==> src/rtl/alu_arbiter.sv <==
// alu_arbiter: round-robin sharing of one slow combinational ALU between two requesters.
//   clock/reset_n          : rising-edge clock, asynchronous active-low reset
//   req_valid/req_ready    : per-requester request handshake (req_ready is combinational)
//   req{0,1}_operandA/B/command : request payloads
//   resp_*                 : registered response (id, result, flags, illegal-command error)
//   alu_*                  : registered ALU operands/command out, raw ALU result/flags in
//   busy                   : high whenever the sequencer is not idle
module alu_arbiter #(
  parameter int WIDTH         = 32,
  parameter int SETTLE_CYCLES = 4
) (
  input  logic             clock,
  input  logic             reset_n,
  input  logic [1:0]       req_valid,
  output logic [1:0]       req_ready,
  input  logic [WIDTH-1:0] req0_operandA,
  input  logic [WIDTH-1:0] req0_operandB,
  input  logic [3:0]       req0_command,
  input  logic [WIDTH-1:0] req1_operandA,
  input  logic [WIDTH-1:0] req1_operandB,
  input  logic [3:0]       req1_command,
  output logic             resp_valid,
  input  logic             resp_ready,
  output logic             resp_id,
  output logic [WIDTH-1:0] resp_result,
  output logic             resp_carryout,
  output logic             resp_zero,
  output logic             resp_overflow,
  output logic             resp_error,
  output logic [WIDTH-1:0] alu_operandA,
  output logic [WIDTH-1:0] alu_operandB,
  output logic [3:0]       alu_command,
  input  logic [WIDTH-1:0] alu_result,
  input  logic             alu_carryout,
  input  logic             alu_zero,
  input  logic             alu_overflow,
  output logic             busy
);
  typedef enum logic [1:0] {IDLE, BUSY, RESP} state_t;
  state_t r_state, w_next;
  logic r_last;
  logic [7:0] r_cnt;
  logic [1:0] w_gnt;
  logic w_acc, w_sel, w_illegal;
  logic [WIDTH-1:0] w_a, w_b;
  logic [3:0] w_cmd;
  // On a tie the requester that did not win last time is granted.
  assign w_gnt     = (r_state != IDLE) ? 2'b00 :
                     (req_valid == 2'b11) ? (r_last ? 2'b01 : 2'b10) : req_valid;
  assign req_ready = w_gnt;
  assign w_acc     = |w_gnt;
  assign w_sel     = w_gnt[1];
  assign w_a       = w_sel ? req1_operandA : req0_operandA;
  assign w_b       = w_sel ? req1_operandB : req0_operandB;
  assign w_cmd     = w_sel ? req1_command : req0_command;
  assign w_illegal = w_cmd > 4'd8;
  assign busy       = r_state != IDLE;
  assign resp_valid = r_state == RESP;
  always_ff @(posedge clock or negedge reset_n)
    if (!reset_n) r_state <= IDLE;
    else r_state <= w_next;
  always_comb begin
    w_next = r_state;
    unique case (r_state)
      IDLE:    w_next = w_acc ? (w_illegal ? RESP : BUSY) : IDLE;
      BUSY:    w_next = (r_cnt == 8'd1) ? RESP : BUSY;
      RESP:    w_next = resp_ready ? IDLE : RESP;
      default: w_next = IDLE;
    endcase
  end
  always_ff @(posedge clock or negedge reset_n)
    if (!reset_n) begin
      r_last        <= 1'b1;
      r_cnt         <= '0;
      alu_operandA  <= '0;
      alu_operandB  <= '0;
      alu_command   <= '0;
      resp_id       <= 1'b0;
      resp_result   <= '0;
      resp_carryout <= 1'b0;
      resp_zero     <= 1'b0;
      resp_overflow <= 1'b0;
      resp_error    <= 1'b0;
    end else begin
      if (w_acc) begin
        resp_id <= w_sel;
        r_last  <= w_sel;
        r_cnt   <= 8'(SETTLE_CYCLES);
        // Illegal commands never reach the ALU; they answer immediately with an error.
        if (w_illegal) begin
          resp_result   <= '0;
          resp_carryout <= 1'b0;
          resp_zero     <= 1'b0;
          resp_overflow <= 1'b0;
          resp_error    <= 1'b1;
        end else begin
          alu_operandA <= w_a;
          alu_operandB <= w_b;
          alu_command  <= w_cmd;
        end
      end
      if (r_state == BUSY) begin
        r_cnt <= r_cnt - 8'd1;
        if (r_cnt == 8'd1) begin
          resp_result   <= alu_result;
          resp_carryout <= alu_carryout;
          resp_zero     <= alu_zero;
          resp_overflow <= alu_overflow;
          resp_error    <= 1'b0;
        end
      end
    end
endmodule

==> config.mk <==
export PLATFORM = sky130hd
export DESIGN_NAME = alu_arbiter
export DESIGN_NICKNAME = d
export VERILOG_FILES = /design/src/rtl/alu_arbiter.sv
export SDC_FILE = /design/constraint.sdc
export NUM_CORES = 1
export LEC_CHECK = 0
export CAP_MARGIN = 20
export CELL_PAD_IN_SITES_DETAIL_PLACEMENT = 2
export CELL_PAD_IN_SITES_GLOBAL_PLACEMENT = 2
export CORE_MARGIN = 4
export CORE_UTILIZATION = 24
export DETAILED_ROUTE_END_ITERATION = 6
export PLACE_DENSITY_LB_ADDON = 0.08
export SLEW_MARGIN = 20
export SYNTH_ARGS = -nofsm -noshare
export SYNTH_HDL_FRONTEND = slang
export SYNTH_SLANG_ARGS = --single-unit
==> constraint.sdc <==
create_clock -name clock -period 2.6 [get_ports clock]
set_clock_uncertainty 0.1 [all_clocks]
set_input_delay 0.39 -clock clock [delete_from_list [all_inputs] [get_ports clock]]
set_output_delay 0.39 -clock clock [all_outputs]
set_load 0.01 [all_outputs]
======== After elaboration in Yosys (flattened, before gate mapping) ========
Cells that the tools add are included.
storage, ports and cells
  register bits after elaboration ......... 116
  input port bits ......................... 176
  output and inout port bits .............. 109
  logic and storage cells ................. 57
operators by class
  add/subtract/negate cells ............... 1
  $lt $le $gt $ge ......................... 1
  equality and inequality tests ........... 4
  multiplexer cells ....................... 33
  bitwise logic cells ..................... 1
  reductions and logical operators ........ 5
operators with widths
  kind                                                  number
  2-to-1 mux 32 bit                                     6
  2-to-1 mux 1 bit                                      16
  2-to-1 mux 8 bit                                      2
  2-to-1 mux 2 bit                                      7
  equality test 8 x 1 -> 1 bit (second input constant)  1
  subtractor 8 x 1 -> 8 bit (second input constant)     1
  one-hot mux 2 bit (3 select lines)                    1
  equality test 2 bit (second input constant)           2
  > comparator 4 bit (second input constant)            1
  2-to-1 mux 4 bit                                      1
  nonzero test 2 bit                                    2
  equality test 2 x 1 -> 1 bit (second input constant)  1
  zero test 2 bit                                       1
  AND reduction 2 bit                                   1
  OR reduction 2 bit                                    1
  NOT 1 bit                                             1

======== Longest topological paths before layout ========
  depth in word-level cells ............... 9
  depth in mapped cells ................... 8
  gate-level depth less buffers ........... 6

======== Worst setup path after synthesis ========
OpenSTA, ideal clock, no wires.
  kind .................................... register -> register
  start ................................... register r_cnt[3]
  end ..................................... register resp_error
  library setup time ...................... 118 ps
  arrival time ............................ 1976 ps
  data required time ...................... 2382 ps
  setup slack ............................. 406 ps
  cell stages (with the launch flop) ...... 7
  path buffers ............................ 3
  period minus slack after synthesis ...... 2194 ps
  cells stage by stage .................... dfrtp_1 > or4_1 > buf_2 > or4_4 > buf_6 > buf_8 > a21o_1
between the ends
  cells in the longest elaborated chain, start to end .. 3
ends and longest elaborated chain
  what                          line  RTL
  start: declaration            42    logic [7:0] r_cnt;
  start signal: assignment      88    r_cnt <= 8'(SETTLE_CYCLES);
  start signal: assignment      103   r_cnt <= r_cnt - 8'd1;
  equality test 8 x 1 -> 1 bit  104   if (r_cnt == 8'd1) begin
  2-to-1 mux 1 bit              104
  2-to-1 mux 1 bit              102   if (r_state == BUSY) begin
  end signal: assignment        83    resp_error <= 1'b0;
  end signal: assignment        95    resp_error <= 1'b1;
  end signal: assignment        109   resp_error <= 1'b0;
  end: declaration              29    output logic resp_error,
Every way passes these cells.
A chain may end at the register's enable or synchronous reset.

======== Worst setup path in the final report ========
  start ................................... register r_state[1]
  end ..................................... output req_ready[1]
between the ends
  cells in the longest elaborated chain, start to end .. 2
ends and longest elaborated chain
  what                      line  RTL
  start: declaration        40    state_t r_state, w_next;
  start signal: assignment  61    else r_state <= w_next;
  nonzero test 2 bit        48    assign w_gnt = (r_state != IDLE) ? 2'b00 :
  2-to-1 mux 2 bit          48
  end: declaration          15    output logic [1:0] req_ready,
Every way passes these cells.

==> results.cfg <==
[min_path]
min_path_type = flip-flop to flip-flop
hp-start = r_last
worstHoldPathCells = 2
min_delay_worst_endpoint = r_last

[cts]
cts-root-buf = clkbuf_16
clk_pin_slew_worst_paths_ns = 0.06
clock_latency_ns = 0.41
numCtsBuffers = 17
numClockSinks = 116
cts.path.max_buffers = 2
cts_setup_buffers = 0
cts_tree = yes
htreeDepth = 4

[global_routing]
antenna_found_initial = 2
grt_pass1_vias = 5463
grtUsageTotal_pct = 16.7
grt_max_degree = 58
grt_first_pass_wirelength_mm = 31.6
gr-total-overflow = 0

[synth]
syn-num-nets = 623
synth_seq_cells = 116
avgSynthCellArea_um2 = 12.1
yosys_warnings = 0
synth_edf_count = 0
async_flop_share_pct = 100
ys_seq_area_share_pct = 53.8
syn-instance-count = 445
ys.flop_type = dfrtp_1
ys_types = 36
netlist_area_um2 = 5400

[power_and_ir_drop]
p_per_area_nw_per_um2 = 551
leakage_nw = 3.94
ir_drop_uv = 407

[floorplan]
ioPinCount = 285
num_rows = 54
dieArea_um2 = 25000
core_um2 = 22000
die_height_um = 158
initial_core_util_pct = 24.6
die_x_um = 158

[route]
postRouteAntennaNets = 0
vias = 4639
drt-total-wl_mm = 20.9
drtIter0Drc = 103
route.met3.wl_mm = 1.96
drt-met1-wl_mm = 8.01
first_pass_iters = 4
dr_wl_met2_mm = 10.6
top_layer = met5
vias_per_cell = 4.53
remaining_drc_errors = 0
wl_per_cell_um = 20.5

[final_layout]
mostFrequentLayoutCell = clkdlybuf4s50_1
drive_above_1_share_pct = 24.8
area_growth_pct = 71.8
nNetsFinal = 907
layout_common_cells = clkdlybuf4s50_1, mux2_2, dfrtp_1, nand2_1, o21ai_0

[placement]
portBuffers = 284
hpwlAfterDp_mm = 16.0
place_congestion = 0.763

[critical_path]
r2r_setup_slack_ns = 0.24
cp_data_required_time_ns = 2.11
critPathArrivalTime_ns = 1.93
max_stage_delay_ns = 0.57
path_max_fanout = 5
cp-start-kind = flip-flop
cp_cell_sequence = nor2_2 -> nand3_4 -> inv_1 -> clkdlybuf4s50_1
rr_worst_depth = 4
endpoint_kind = output pin
critical_path.reg2reg.endpoint = resp_result[21]
worst-setup-path-type = flip-flop to output pin
r2r_start = r_cnt[3]
cpMaxStageDelayCell = clkdlybuf4s50_1

[status]
status = complete, no violations

[timing]
grt_setup_unrepaired = false
min_period_ns = 2.42
timing.setup.tns_ns = 0
hold_viol_final = 0
worst_pin_slew_ns = 0.497
setup_viol = 0
finalMaxSlewViolations = 0
hold-worst-slack_ns = 0.375
max_slew_margin_pct = 66.8
min_period_over_period_pct = 93.0
max_freq_ghz = 0.414

[flow_run]
drv_cap = 0
[state kept, by name, summed over array words and instances, names as in the netlist, 2 cells and up]
| register | flops |
|---|---|
| alu_operandB | 32 |
| resp_result | 32 |
| alu_command | 4 |
| alu_operandA | 32 |
| r_cnt | 8 |
| r_state | 2 |
[power breakdown]
group	switching (W)	total, W	internal [W]
Combinational	0.000194	0.000615	0.000421
Sequential	0.0000358	0.00190	0.00187
Clock	0.000868	0.00259	0.00172
[stage by stage]
step | std cells | setup WS, ns | cell area, um2 | total power [W] | util [%]
2_1_floorplan | 445 | 0.406 | 5400 | 0.00206 | -
3_3_place_gp | 989 | 0.233 | 8610 | 0.00254 | 39.2
3_5_place_dp | 989 | 0.134 | 8610 | 0.00256 | 39.2
4_1_cts | 1022 | 0.0116 | 9270 | 0.00521 | 42.2
5_1_grt | 1023 | 0.0435 | 9270 | 0.00533 | 42.2
6_report | 1023 | 0.183 | 9270 | 0.00511 | 42.2
[logic make-up (layout without fill, tap and decap cells)]
logic type      Yosys count  in the layout  share of synthesized area, %
fa+ha+maj                 2              2                         0.464
buf+inv                  35            332                          3.20
simple gates            100            100                          8.16
flops                   116            116                          53.8
mux                     135            135                          28.2
compound gates           57             57                          6.21
other cells               0              1                             0
[layout make-up]
type,count,area [um2]
Antenna cell,1,2.50
Timing Repair Buffer,294,2990
Sequential cell,116,2900
Multi-Input combinational cell,294,2350
Clock inverter,13,206
Inverter,6,22.5
Clock buffer,19,443
Tap cell,280,350
Fill cell,2278,12700
[how the worst max path moves through the flow]
stage | startpoint | to | slack (ns)
2_1_floorplan | r_cnt[3] | resp_error | 0.41
3_3_place_gp | req_valid[0] | alu_operandA[8] | 0.23
3_5_place_dp | req0_command[0] | alu_operandA[4] | 0.13
4_1_cts | r_state[1] | req_ready[1] | 0.01
5_1_grt | r_state[1] | req_ready[1] | 0.04
6_report | r_state[1] | req_ready[1] | 0.18
[timing repair]
item                                    CTS  global route
hold buffers                              1             0
endpoints found under the setup margin    0             2
endpoints found under the hold margin    30             0
gates resized for setup                   0             1
[synthesized netlist by cell type, types with 2 or more instances]
library cell  instances  share of area, %
o21ai_1               9              0.83
or3_1                 2              0.23
ha_1                  2              0.46
o31ai_1               2              0.28
o311ai_0              3              0.49
o21ai_0              32               3.0
nand2_1              76               5.3
dfrtp_1             115                53
o41ai_1               3              0.49
nor3_1                2              0.19
inv_1                 6              0.42
nor2_1                4              0.28
or4_1                 2              0.28
mux2_2              135                28
buf_2                 6              0.56
nand2b_1              2              0.23
clkbuf_1             14              0.97
buf_6                 3              0.63
nor2b_1               2              0.23
nand3_1               5              0.46
buf_1                 5              0.35
[critical path, delay by kind of cell (launching register included)]
family	cells	cell delay, ns
buffers and inverters	2	0.71
DFF	1	0.41
and+or+nand+nor	2	0.40
[metal layers]
metal / vias up / GRT usage, %
li1: 2135 / -
met4: 2 / 5.44
met5: - / 0
met3: 21 / 6.94
met1: 2294 / 18.2
met2: 187 / 29.3
Power figures use the tool's default switching activity.
